$ cat src/rtl/cpu_ctrl_pkg.sv
// Shared constants for the register/mux/ALU datapath control bus: opcodes,
// register indices, one-hot write enables and the sequencer state encoding.
package cpu_ctrl_pkg;

    localparam logic [7:0] OP_ADD = 8'h05;

    localparam logic [4:0] R0  = 5'd0,  R1  = 5'd1,  R2  = 5'd2,  R3  = 5'd3;
    localparam logic [4:0] R4  = 5'd4,  R5  = 5'd5,  R6  = 5'd6,  R7  = 5'd7;
    localparam logic [4:0] R8  = 5'd8,  R9  = 5'd9,  R10 = 5'd10, R11 = 5'd11;
    localparam logic [4:0] R12 = 5'd12, R13 = 5'd13, R14 = 5'd14, R15 = 5'd15;

    localparam logic [15:0] EN_NONE = 16'h0000;
    localparam logic [15:0] EN_R0   = 16'h0001, EN_R1  = 16'h0002, EN_R2  = 16'h0004;
    localparam logic [15:0] EN_R3   = 16'h0008, EN_R4  = 16'h0010, EN_R5  = 16'h0020;
    localparam logic [15:0] EN_R6   = 16'h0040, EN_R7  = 16'h0080, EN_R8  = 16'h0100;
    localparam logic [15:0] EN_R9   = 16'h0200, EN_R10 = 16'h0400, EN_R11 = 16'h0800;
    localparam logic [15:0] EN_R12  = 16'h1000, EN_R13 = 16'h2000, EN_R14 = 16'h4000;
    localparam logic [15:0] EN_R15  = 16'h8000;

    typedef logic [2:0] state_t;

    localparam state_t StIdle  = 3'd0;
    localparam state_t StInit0 = 3'd1;
    localparam state_t StInit1 = 3'd2;
    localparam state_t StAdd   = 3'd3;
    localparam state_t StMov01 = 3'd4;
    localparam state_t StMov12 = 3'd5;
    localparam state_t StDone  = 3'd6;

endpackage

$ cat src/rtl/ctrl_word_rom.sv
// Combinational decode of sequencer state into the datapath control word.
module ctrl_word_rom
    import cpu_ctrl_pkg::*;
(
    input  logic [2:0]  state_i,
    output logic [15:0] immediate_o,
    output logic [15:0] enable_o,
    output logic [4:0]  control1_o,
    output logic [4:0]  control2_o,
    output logic        imm_control_o,
    output logic [7:0]  opcode_o,
    output logic        buff_en_o
);

    always_comb begin
        immediate_o   = 16'h0000;
        enable_o      = EN_NONE;
        control1_o    = R0;
        control2_o    = R0;
        imm_control_o = 1'b0;
        opcode_o      = 8'h00;
        buff_en_o     = 1'b0;
        case (state_i)
            StInit0: begin
                // r0 := r0 + 0; relies on the datapath having cleared r0
                enable_o      = EN_R0;
                imm_control_o = 1'b1;
                opcode_o      = OP_ADD;
                buff_en_o     = 1'b1;
            end
            StInit1: begin
                immediate_o   = 16'h0001;
                enable_o      = EN_R1;
                imm_control_o = 1'b1;
                opcode_o      = OP_ADD;
                buff_en_o     = 1'b1;
            end
            StAdd: begin
                enable_o   = EN_R2;
                control2_o = R1;
                opcode_o   = OP_ADD;
                buff_en_o  = 1'b1;
            end
            StMov01: begin
                enable_o      = EN_R0;
                control1_o    = R1;
                imm_control_o = 1'b1;
                opcode_o      = OP_ADD;
                buff_en_o     = 1'b1;
            end
            StMov12: begin
                enable_o      = EN_R1;
                control1_o    = R2;
                imm_control_o = 1'b1;
                opcode_o      = OP_ADD;
                buff_en_o     = 1'b1;
            end
            default: ;
        endcase
    end

endmodule

$ cat src/rtl/fib_ctrl.sv
// Fibonacci sequencing controller driving the datapath control bus.
// Define FIB_CTRL_OVF_STOP_EN to stop the run on the first ALU carry-out.
module fib_ctrl
    import cpu_ctrl_pkg::*;
#(
    parameter int unsigned N_W = 5
) (
    input  logic           clk,
    input  logic           reset,
    input  logic           start,
    input  logic [N_W-1:0] n_terms,
    input  logic           alu_carry,
    output logic           busy,
    output logic           done,
    output logic           term_valid,
    output logic [N_W-1:0] term_count,
    output logic           overflow,
    output logic [15:0]    immediate,
    output logic [15:0]    enable,
    output logic [4:0]     control1,
    output logic [4:0]     control2,
    output logic           imm_control,
    output logic [7:0]     opcode,
    output logic           buff_en
);

    state_t         state_q, state_d;
    logic [N_W-1:0] n_q, n_d;
    logic [N_W-1:0] term_count_q, term_count_d;
    logic           overflow_q, overflow_d;

    always_comb begin
        state_d      = state_q;
        n_d          = n_q;
        term_count_d = term_count_q;
        overflow_d   = overflow_q;
        case (state_q)
            StIdle: begin
                if (start) begin
                    state_d      = StInit0;
                    n_d          = n_terms;
                    term_count_d = '0;
                    overflow_d   = 1'b0;
                end
            end
            StInit0: state_d = StInit1;
            StInit1: state_d = (n_q != '0) ? StAdd : StDone;
            StAdd: begin
                term_count_d = term_count_q + N_W'(1);
                state_d      = StMov01;
`ifdef FIB_CTRL_OVF_STOP_EN
                if (alu_carry) begin
                    overflow_d = 1'b1;
                    state_d    = StDone;
                end
`endif
            end
            StMov01: state_d = StMov12;
            StMov12: state_d = (term_count_q < n_q) ? StAdd : StDone;
            StDone:  state_d = StIdle;
            default: state_d = StIdle;
        endcase
    end

    always_ff @(posedge clk) begin
        if (reset) begin
            state_q      <= StIdle;
            n_q          <= '0;
            term_count_q <= '0;
            overflow_q   <= 1'b0;
        end else begin
            state_q      <= state_d;
            n_q          <= n_d;
            term_count_q <= term_count_d;
            overflow_q   <= overflow_d;
        end
    end

`ifdef FIB_CTRL_OVF_STOP_EN
    assign overflow = overflow_q;
`else
    // Carry is ignored and terms simply wrap; keep the flag constant low.
    logic unused_carry;
    logic unused_ovf;
    assign unused_carry = alu_carry;
    assign unused_ovf   = overflow_q;
    assign overflow     = 1'b0;
`endif

    assign busy       = (state_q != StIdle);
    assign done       = (state_q == StDone);
    assign term_valid = (state_q == StAdd);
    assign term_count = term_count_q;

    ctrl_word_rom u_rom (
        .state_i       (state_q),
        .immediate_o   (immediate),
        .enable_o      (enable),
        .control1_o    (control1),
        .control2_o    (control2),
        .imm_control_o (imm_control),
        .opcode_o      (opcode),
        .buff_en_o     (buff_en)
    );

endmodule

$ cat config.mk
export PLATFORM = sky130hd
export DESIGN_NAME = fib_ctrl
export DESIGN_NICKNAME = d
export VERILOG_FILES = /design/src/rtl/cpu_ctrl_pkg.sv /design/src/rtl/ctrl_word_rom.sv /design/src/rtl/fib_ctrl.sv
export SDC_FILE = /design/constraint.sdc
export NUM_CORES = 1
export LEC_CHECK = 0
export BUFFER_PORTS_ARGS = -buffer_cell sky130_fd_sc_hd__buf_2
export CAP_MARGIN = 5
export CORE_MARGIN = 4
export CORE_UTILIZATION = 35
export CTS_BUF_LIST = sky130_fd_sc_hd__clkbuf_16
export DETAILED_ROUTE_END_ITERATION = 7
export PLACE_DENSITY = 0.78
export SLEW_MARGIN = 0
export SYNTH_ARGS = -nofsm -noshare
export SYNTH_HDL_FRONTEND = slang
export SYNTH_SLANG_ARGS = --single-unit
$ cat constraint.sdc
create_clock -name clk -period 3.9 [get_ports clk]
set_input_delay 0.195 -clock clk [delete_from_list [all_inputs] [get_ports clk]]
set_output_delay 0.195 -clock clk [all_outputs]
set_load 0.02 [all_outputs]
==> results of run 1 <==
==> per-layer routing <==
layer / up-vias / global-route usage / share of wire
li1: 429 / - / -
met1: 348 / 0.101 / 0.39
met2: 38 / 0.157 / 0.49
met3: 3 / 0.0225 / 0.10
met4: 0 / 0.0396 / 0.015
met5: - / 0 / 0
==> report_power, final <==
part           switching (uW)  internal, uW  total [uW]
sequential               57.9           159         217
clock                    57.8           136         194
combinational             269           143         412
total                     385           438         823
==> final cells by class <==
cell class,count,area [um2],share of cell area
clock inverters,1,5.00,0.00423
multi-input cells,114,624,0.527
well taps,44,55.1,0.0465
inverters,9,33.8,0.0285
clock buffers,3,75.1,0.0634
repair buffers,26,130,0.110
flip-flops and latches,13,260,0.220
==> worst reg2reg max path: stages (launching register included) <==
cell,delay [ns]
dfxtp_1,0.58
nand3b_4,0.27
inv_2,0.09
or2_1,0.26
mux2_2,0.27
nor2_1,0.09
==> cells by family (layout without fill, tap and decap cells) <==
family	Yosys count	in the layout
adders and majority gates	5	5
other	1	42
DFF	13	13
xor gates and xnor gates	2	2
buffers and inverters	59	39
AOI/OAI and AO/OA	22	22
muxes	1	1
and+or+nand+nor	42	42
==> how the worst max path moves through the flow <==
stage | start | end | slack (ns)
floorplan | state_q[1] | opcode[0] | 2.38
CTS | state_q[2] | enable[1] | 2.20
finish | state_q[2] | enable[1] | 2.20
global placement | state_q[2] | term_count[0] | 2.32
detailed placement | state_q[2] | term_count[0] | 2.30
global route | state_q[2] | enable[1] | 2.06
==> placed cells by master (no fill, tap or decap), types with 2 or more instances in the layout <==
cell type and instances:
a21oi_1 11, a311oi_1 2, and2_1 2, buf_2 26, clkbuf_16 3, conb_1 42, dfxtp_1 13, ha_1 5
inv_1 7, inv_2 2, nand2_1 16, nand2b_1 2, nand3_1 3, nor2_1 8, nor2b_1 2, o21ai_0 2
xnor2_1 2
==> stage by stage <==
step	power [uW]	area, um2	util
finish	823	1180	0.385
floorplan	598	1290	-
global route	874	1180	0.385
CTS	832	1180	0.385
global placement	626	1100	0.359
detailed placement	634	1100	0.359
==> cells in the mapped netlist (all sizes together) (2+ instances only) <==
cell | instances | share of area
or2 | 2 | 0.011
buf | 49 | 0.32
and2 | 2 | 0.011
a311oi | 3 | 0.029
nor2 | 9 | 0.032
nand2 | 17 | 0.058
nor2b | 2 | 0.011
xnor2 | 2 | 0.015
o21ai | 3 | 0.013
a21oi | 11 | 0.048
nor3 | 2 | 0.013
nand2b | 2 | 0.011
nand3 | 3 | 0.013
dfxtp | 13 | 0.23
ha | 5 | 0.055
inv | 9 | 0.030
==> sequential cells by signal (all words and copies together) (netlist names) <==
name	count
state_q	3
n_q	5
term_count	5
==> impl_metrics.tcl, run 1 <==
set metrics [dict create \
    cp_cell_sequence "nor2b_1, and2_1, nand2b_1, buf_2" \
    grt.total_usage 0.0894 \
    finalSetupTns_ns 0 \
    setup_violations 0 \
    clk_path_buf_depth 2 \
    grt_max_degree 14 \
    path_depth 4 \
    dieWidth_um 65.0 \
    first_iter_violations 12 \
    cp-start-kind "register" \
    min_path_type "primary input to register" \
    min_from "n_terms[0]" \
    cap_violations 0 \
    clk_latency_ns 0.24 \
    finalCritPeriodShare 0.436 \
    whs_endpoint "n_q[0]" \
    synth_top_family_by_area "buffers and inverters" \
    clock.fmax_mhz 588 \
    nNetsFinal 181 \
    critPathCaptureType "output pin" \
    wl_per_cell_um 9.69 \
    antenna_found_initial 0 \
    critPathTopFamily "flip-flops" \
    grt_pass1_wl_um 2980 \
    reg2reg_depth 5 \
    ys_warn_count 0 \
    globalRouteOverflowTotal 0 \
    syn-cell-area_um2 1140 \
    leakagePower_uw 0.000629 \
    placed_cells 206 \
    cts_sinks 13 \
    fill_cells 326 \
    hold_violations 0 \
    post-cts-setup-buffers 0 \
    core-area_um2 3080 \
    ios 70 \
    synth_seq_cells 13 \
    antenna_cells 0 \
    r2r_start "state_q[2]" \
    drc 0 \
    drtAntennaViolNets 0 \
    finalClockSkew_ns 0.00459 \
    synthDistinctLibCells 36 \
    cts-resized-gates 0 \
    rsz0062_at_grt "no" \
    crit_buf_inv 1 \
    areaGrowthSynthToFinish_pct 4.07 \
    rows 20 \
    regToRegEndpoint "term_count[0]" \
    cts_hold_buf 0 \
    drt-total-wl_um 2040 \
    synth_fa_ha_area_frac 0.0550 \
    num_vias 818 \
    power_density_nw_per_um2 695 \
    critPathSlowestCell "dfxtp_1" \
    critPathKind "register to output pin" \
    worstMarginPinSlew_ns 0.595 \
    synth-simple-area-share 0.201 \
    worst-r2r-setup-slack_ns 2.28 \
    peakVddDrop_uv 265 \
    synthMuxAreaShare 0.00990 \
    port_buffers 26 \
    dp_hpwl_um 1640 \
    synth_xor_xnor_area_share 0.0154 \
    synth-compound-area-share 0.129 \
    cts_root_buf "clkbuf_16" \
    syn_inst 145 \
    crit_fanout 12 \
    start_util 0.370 \
    synth.avg_cell_area_um2 7.84 \
    worst_slack_ns 2.20 \
    crit_arrival_ns 1.51 \
    final_cell_count_no_fill 210 \
    h-tree-depth 1 \
    synth_enable_flop_cells 0 \
    viasPerCell 3.90 \
    outcome "completed" \
    cts_tree "built" \
    place_congestion 0.742 \
    synth_flop_cell "dfxtp_1" \
    whs_path_depth 3 \
    dieArea_um2 4230 \
    async_flop_share 0 \
    drive_gt1_frac 0.241 \
    path_clk_slew_ns 0.05 \
    seq_area_frac_synth 0.229 \
    hold_ws_ns 0.190 \
    cp_data_required_time_ns 3.70 \
    max_slew_margin 0.602 \
    slowest_delay_ns 0.58 \
    fin_crit_ns 1.70 \
    cts_buffers 3 \
    slew_viol_final 0 \
    dr.pass1.iters 4 \
    fp.dieH_um 65.0 \
    place_ws_ns 2.30 \
    grt_pass1_vias 680 \
]
No activity file was read; power rests on OpenSTA's default activity.
==> run 2: changes to the inputs <==
==> constraint.sdc (replaced) <==
create_clock -name clk -period 1.6 [get_ports clk]
set_input_delay 0.08 -clock clk [delete_from_list [all_inputs] [get_ports clk]]
set_output_delay 0.08 -clock clk [all_outputs]
set_load 0.02 [all_outputs]
==> run 2 against run 1 <==
Compared with the run above: sequential share of layout area is 0.32 points lower; critical endpoint unchanged; cell count is 1.9% higher; clock power rose by 140%; clock skew decreased by 0.0033 ns; wire length down 0.88%.
==> impl_metrics.tcl, run 2 (synthesized netlist as in run 1, its figures left out) <==
set metrics [dict create \
    place_area_um2 1130 \
    power_density_nw_per_um2 1670 \
    finalSetupTns_ns 0 \
    drt-met1-wl_um 804 \
    fp.dieH_um 65.0 \
    wl_met2_um 972 \
    critPathKind "register to output pin" \
    grt_pass1_vias 688 \
    final_cell_count_no_fill 214 \
    antenna_cells 0 \
    globalRouteOverflowTotal 0 \
    rsz0062_at_grt "no" \
    final_common_cell "conb_1" \
    rows 20 \
    core-area_um2 3080 \
    clk_latency_ns 0.24 \
    path_clk_slew_ns 0.04 \
    clk_path_buf_depth 2 \
    start_util 0.370 \
    post-cts-setup-buffers 0 \
    clock.fmax_mhz 688 \
    hold_violations 0 \
    first_iter_violations 18 \
    place_congestion 0.753 \
    p_seq_frac 0.257 \
    p_sw_uw 933 \
    grt.total_usage 0.0948 \
    leakagePower_uw 0.000653 \
    dr.max_layer_used "met4" \
    cap_violations 0 \
    multiInputGateArea_um2 627 \
    port_buffers 26 \
    antenna_found_initial 0 \
    cp_data_required_time_ns 1.52 \
    grt_max_degree 14 \
    outcome "completed" \
    peakVddDrop_uv 539 \
    fin_crit_ns 1.45 \
    areaGrowthSynthToFinish_pct 7.15 \
    viasPerCell 4.00 \
    dieWidth_um 65.0 \
    fill_cells 322 \
    grt_pass1_wl_um 3020 \
    cp-start-kind "register" \
    dr.pass1.iters 5 \
    drive_gt1_frac 0.276 \
    min_path_type "primary input to register" \
    finalCritPeriodShare 0.909 \
    slew_viol_final 0 \
    final_cell_mix "conb_1 (42), buf_2 (26), nand2_1 (16)" \
    crit_fanout 7 \
    final_area_um2 1220 \
    cts_buffers 3 \
    ios 70 \
    critPathCaptureType "output pin" \
    finalClockSkew_ns 0.00130 \
    seq_area_um2 264 \
    drc 0 \
    p_int_uw 1100 \
    drtAntennaViolNets 0 \
    placed_cells 210 \
    setup_violations 0 \
    cts_sinks 13 \
    dieArea_um2 4230 \
    dp_hpwl_um 1650 \
    cts_root_buf "clkbuf_16" \
    num_vias 856 \
    wl_per_cell_um 9.43 \
    combPwrFrac 0.514 \
    h-tree-depth 1 \
    power_frac_clock 0.229 \
    cts_tree "built" \
    drt-total-wl_um 2020 \
    wl_met3_um 204 \
    p_sw_frac 0.458 \
    crit_arrival_ns 1.37 \
    nNetsFinal 185 \
]
## run 2: layout make-up
cell class	instances	share of cell area
clock buffer	3	0.0616
timing repair buffer	30	0.131
clock inverter	1	0.00308
inverter	9	0.0277
tap	44	0.0452
multi-input combinational	114	0.514
sequential	13	0.217
## run 2: final timing paths
kind	startpoint	endpoint	slack (ns)	depth (start not counted)
max	state_q[2]	enable[1]	0.15	5
min	n_terms[0]	n_q[0]	0.07	3
max reg2reg	n_q[2]	state_q[2]	0.16	6
min reg2reg	n_q[0]	n_q[0]	0.47	2
## run 2: critical path, stage by stage, from the launching register on
cell and delay [ns]:
dfxtp_2 0.38, buf_4 0.17, nor2b_2 0.18, and2_1 0.15
nand2b_1 0.09, buf_2 0.16
## run 2: what timing repair did
action / in CTS / in global routing
cloned: 0 / 0
gates resized for setup: 1 / 3
hold buffers: 0 / 0
pin swaps: 0 / 0
setup endpoints to repair: 1 / 2
## run 2: power by group through the flow
| stage | registers, uW | logic (uW) | clock network, uW |
|---|---|---|---|
| 4_1_cts | 515 | 1060 | 478 |
| 2_1_floorplan | 443 | 1010 | 0 |
| 6_report | 524 | 1050 | 466 |
| 5_1_grt | 534 | 1160 | 493 |
| 3_5_place_dp | 520 | 1060 | 0 |
| 3_3_place_gp | 517 | 1040 | 0 |
## run 2: layer usage
metal	global-route usage	vias up
met5	0	-
met4	0.0554	0
met3	0.0260	3
met2	0.156	46
met1	0.109	371
li1	-	436
## run 2: metrics by stage
step           power [uW]  utilization  hold WS [ns]  setup WS, ns
2_1_floorplan        1460            -         0.148         0.169
3_3_place_gp         1560        0.368         0.325         0.187
3_5_place_dp         1580        0.368         0.327         0.173
4_1_cts              2050        0.394        0.0707        0.0463
5_1_grt              2190        0.396        0.0769        0.0275
6_report             2040        0.396        0.0727         0.145
==> run 3: changes to the inputs <==
--- a/config.mk
+++ b/config.mk
@@ -7,11 +7,13 @@
 export LEC_CHECK = 0
 export BUFFER_PORTS_ARGS = -buffer_cell sky130_fd_sc_hd__buf_2
 export CAP_MARGIN = 5
+export CELL_PAD_IN_SITES_DETAIL_PLACEMENT = 1
+export CELL_PAD_IN_SITES_GLOBAL_PLACEMENT = 1
 export CORE_MARGIN = 4
-export CORE_UTILIZATION = 35
+export CORE_UTILIZATION = 29
 export CTS_BUF_LIST = sky130_fd_sc_hd__clkbuf_16
 export DETAILED_ROUTE_END_ITERATION = 7
-export PLACE_DENSITY = 0.78
+export PLACE_DENSITY = 0.91
 export SLEW_MARGIN = 0
 export SYNTH_ARGS = -nofsm -noshare
 export SYNTH_HDL_FRONTEND = slang
==> run 3 against run 2 <==
Compared with the run above: sequential share of layout area fell by 0.072 points; clock power fell by 1%; count of clock-buffer cells in the layout stayed put; combinational power about the same; fmax fell by 0.73%; wire length up 20%; critical endpoint is now buff_en.
==> impl_metrics.tcl, run 3 (synthesized netlist as in run 1, its figures left out) <==
set metrics [dict create \
    cp_data_required_time_ns 1.52 \
    critPathTopFamily "flip-flops" \
    cts_root_buf "clkbuf_16" \
    critPathCaptureType "output pin" \
    cts_sinks 13 \
    p_sw_uw 948 \
    start_util 0.306 \
    dieWidth_um 70.6 \
    final_area_um2 1210 \
    finalSetupTns_ns 0 \
    power_uw 2040 \
    viasPerCell 4.06 \
    finalCritPeriodShare 0.916 \
    final_common_cell "conb_1" \
    dieArea_um2 4990 \
    grt_pass1_wl_um 3600 \
    areaGrowthSynthToFinish_pct 6.49 \
    cp_cell_sequence "nor3_2, a21oi_1, buf_2" \
    drt-total-wl_um 2410 \
    cp-start-kind "register" \
    globalRouteOverflowTotal 0 \
    antenna_cells 0 \
    finalClockSkew_ns 0.00210 \
    cap_violations 0 \
    crit_buf_inv 1 \
    wl_per_cell_um 11.1 \
    h-tree-depth 1 \
    antenna_found_initial 0 \
    drtAntennaViolNets 0 \
    final_cell_mix "conb_1 (42), buf_2 (26), nand2_1 (16)" \
    place_area_um2 1130 \
    post-cts-setup-buffers 0 \
    fp.dieH_um 70.6 \
    slew_viol_final 0 \
    path_clk_slew_ns 0.04 \
    cts_tree "built" \
    combPwrFrac 0.517 \
    grt.total_usage 0.0883 \
    rows 22 \
    setup_violations 0 \
    dr.pass1.iters 4 \
    crit_arrival_ns 1.39 \
    power_density_nw_per_um2 1680 \
    p_sw_frac 0.465 \
    outcome "completed" \
    min_path_type "primary input to register" \
    drc 0 \
    slowest_delay_ns 0.61 \
    num_vias 880 \
    clk_latency_ns 0.24 \
    port_buffers 26 \
    fin_crit_ns 1.47 \
    peakVddDrop_uv 328 \
    leakagePower_uw 0.000647 \
    p_int_uw 1090 \
    crit_fanout 11 \
    nNetsFinal 184 \
    grt_pass1_vias 824 \
    p_seq_frac 0.257 \
    clock.fmax_mhz 683 \
    first_iter_violations 57 \
    rsz0062_at_grt "no" \
    power_frac_clock 0.226 \
    cts_buffers 3 \
    drive_gt1_frac 0.254 \
    critPathSlowestCell "dfxtp_1" \
    dp_hpwl_um 1890 \
    critPathKind "register to output pin" \
    ios 70 \
    clk_path_buf_depth 2 \
    place_congestion 0.766 \
    grt_max_degree 14 \
    core-area_um2 3720 \
    hold_violations 0 \
]
==> run 3: area by class of cell <==
| type | count | area (um2) |
|---|---|---|
| timing repair buffer | 29 | 153 |
| sequential | 13 | 262 |
| multi-input combinational | 114 | 624 |
| inverter | 9 | 33.8 |
| clock buffer | 3 | 75.1 |
| fill | 486 | 2500 |
| tap | 48 | 60.1 |
| clock inverter | 1 | 3.75 |
==> run 3: worst paths after layout <==
check                                 from    endpoint  slack (ns)  depth (start not counted)
worst max-delay path            state_q[0]     buff_en        0.13                          3
worst min-delay path            n_terms[2]      n_q[2]        0.08                          3
worst max register to register      n_q[2]  state_q[0]        0.17                          6
worst min register to register      n_q[0]      n_q[0]        0.48                          2
==> run 3: timing repair <==
item / CTS / global route
pin swaps: 0 / 1
gates resized for setup: 1 / 0
hold buffers: 0 / 0
endpoints found under the hold margin: 0 / 0
cloned: 0 / 0
setup endpoints to repair: 1 / 2
==> run 3: worst reg2reg max path, delay by kind of cell, from the launching register on <==
| family | cells | cell delay [ns] |
|---|---|---|
| compound gates | 3 | 0.56 |
| flops | 1 | 0.36 |
| fa+ha+maj | 1 | 0.29 |
| buf+inv | 1 | 0.06 |
| simple gates | 1 | 0.05 |
==> run 3: metrics by stage <==
step            util  setup WS, ns  instances  hold WS (ns)
6_report       0.326         0.135        217        0.0802
5_1_grt        0.326       0.00143        217        0.0972
4_1_cts        0.326         0.118        217        0.0777
3_5_place_dp   0.304         0.143        213         0.331
3_3_place_gp   0.304         0.198        213         0.326
2_1_floorplan      -         0.169        186         0.148
==> run 3: power groups by stage <==
| stage | sequential, uW | clock [uW] | combinational [uW] |
|---|---|---|---|
| global route | 538 | 491 | 1160 |
| finish | 523 | 461 | 1050 |
| detailed placement | 524 | 0 | 1070 |
| floorplan | 443 | 0 | 1010 |
| CTS | 524 | 472 | 1070 |
| global placement | 516 | 0 | 1040 |
==> run 3: layer usage <==
layer,vias up,wire length (um),part of all wire,global-route usage
met1,397,990,0.41,0.100
met2,44,1190,0.49,0.151
met4,0,14,0.0058,0.0376
li1,437,-,-,-
met5,-,0,0,0
met3,2,217,0.090,0.0298
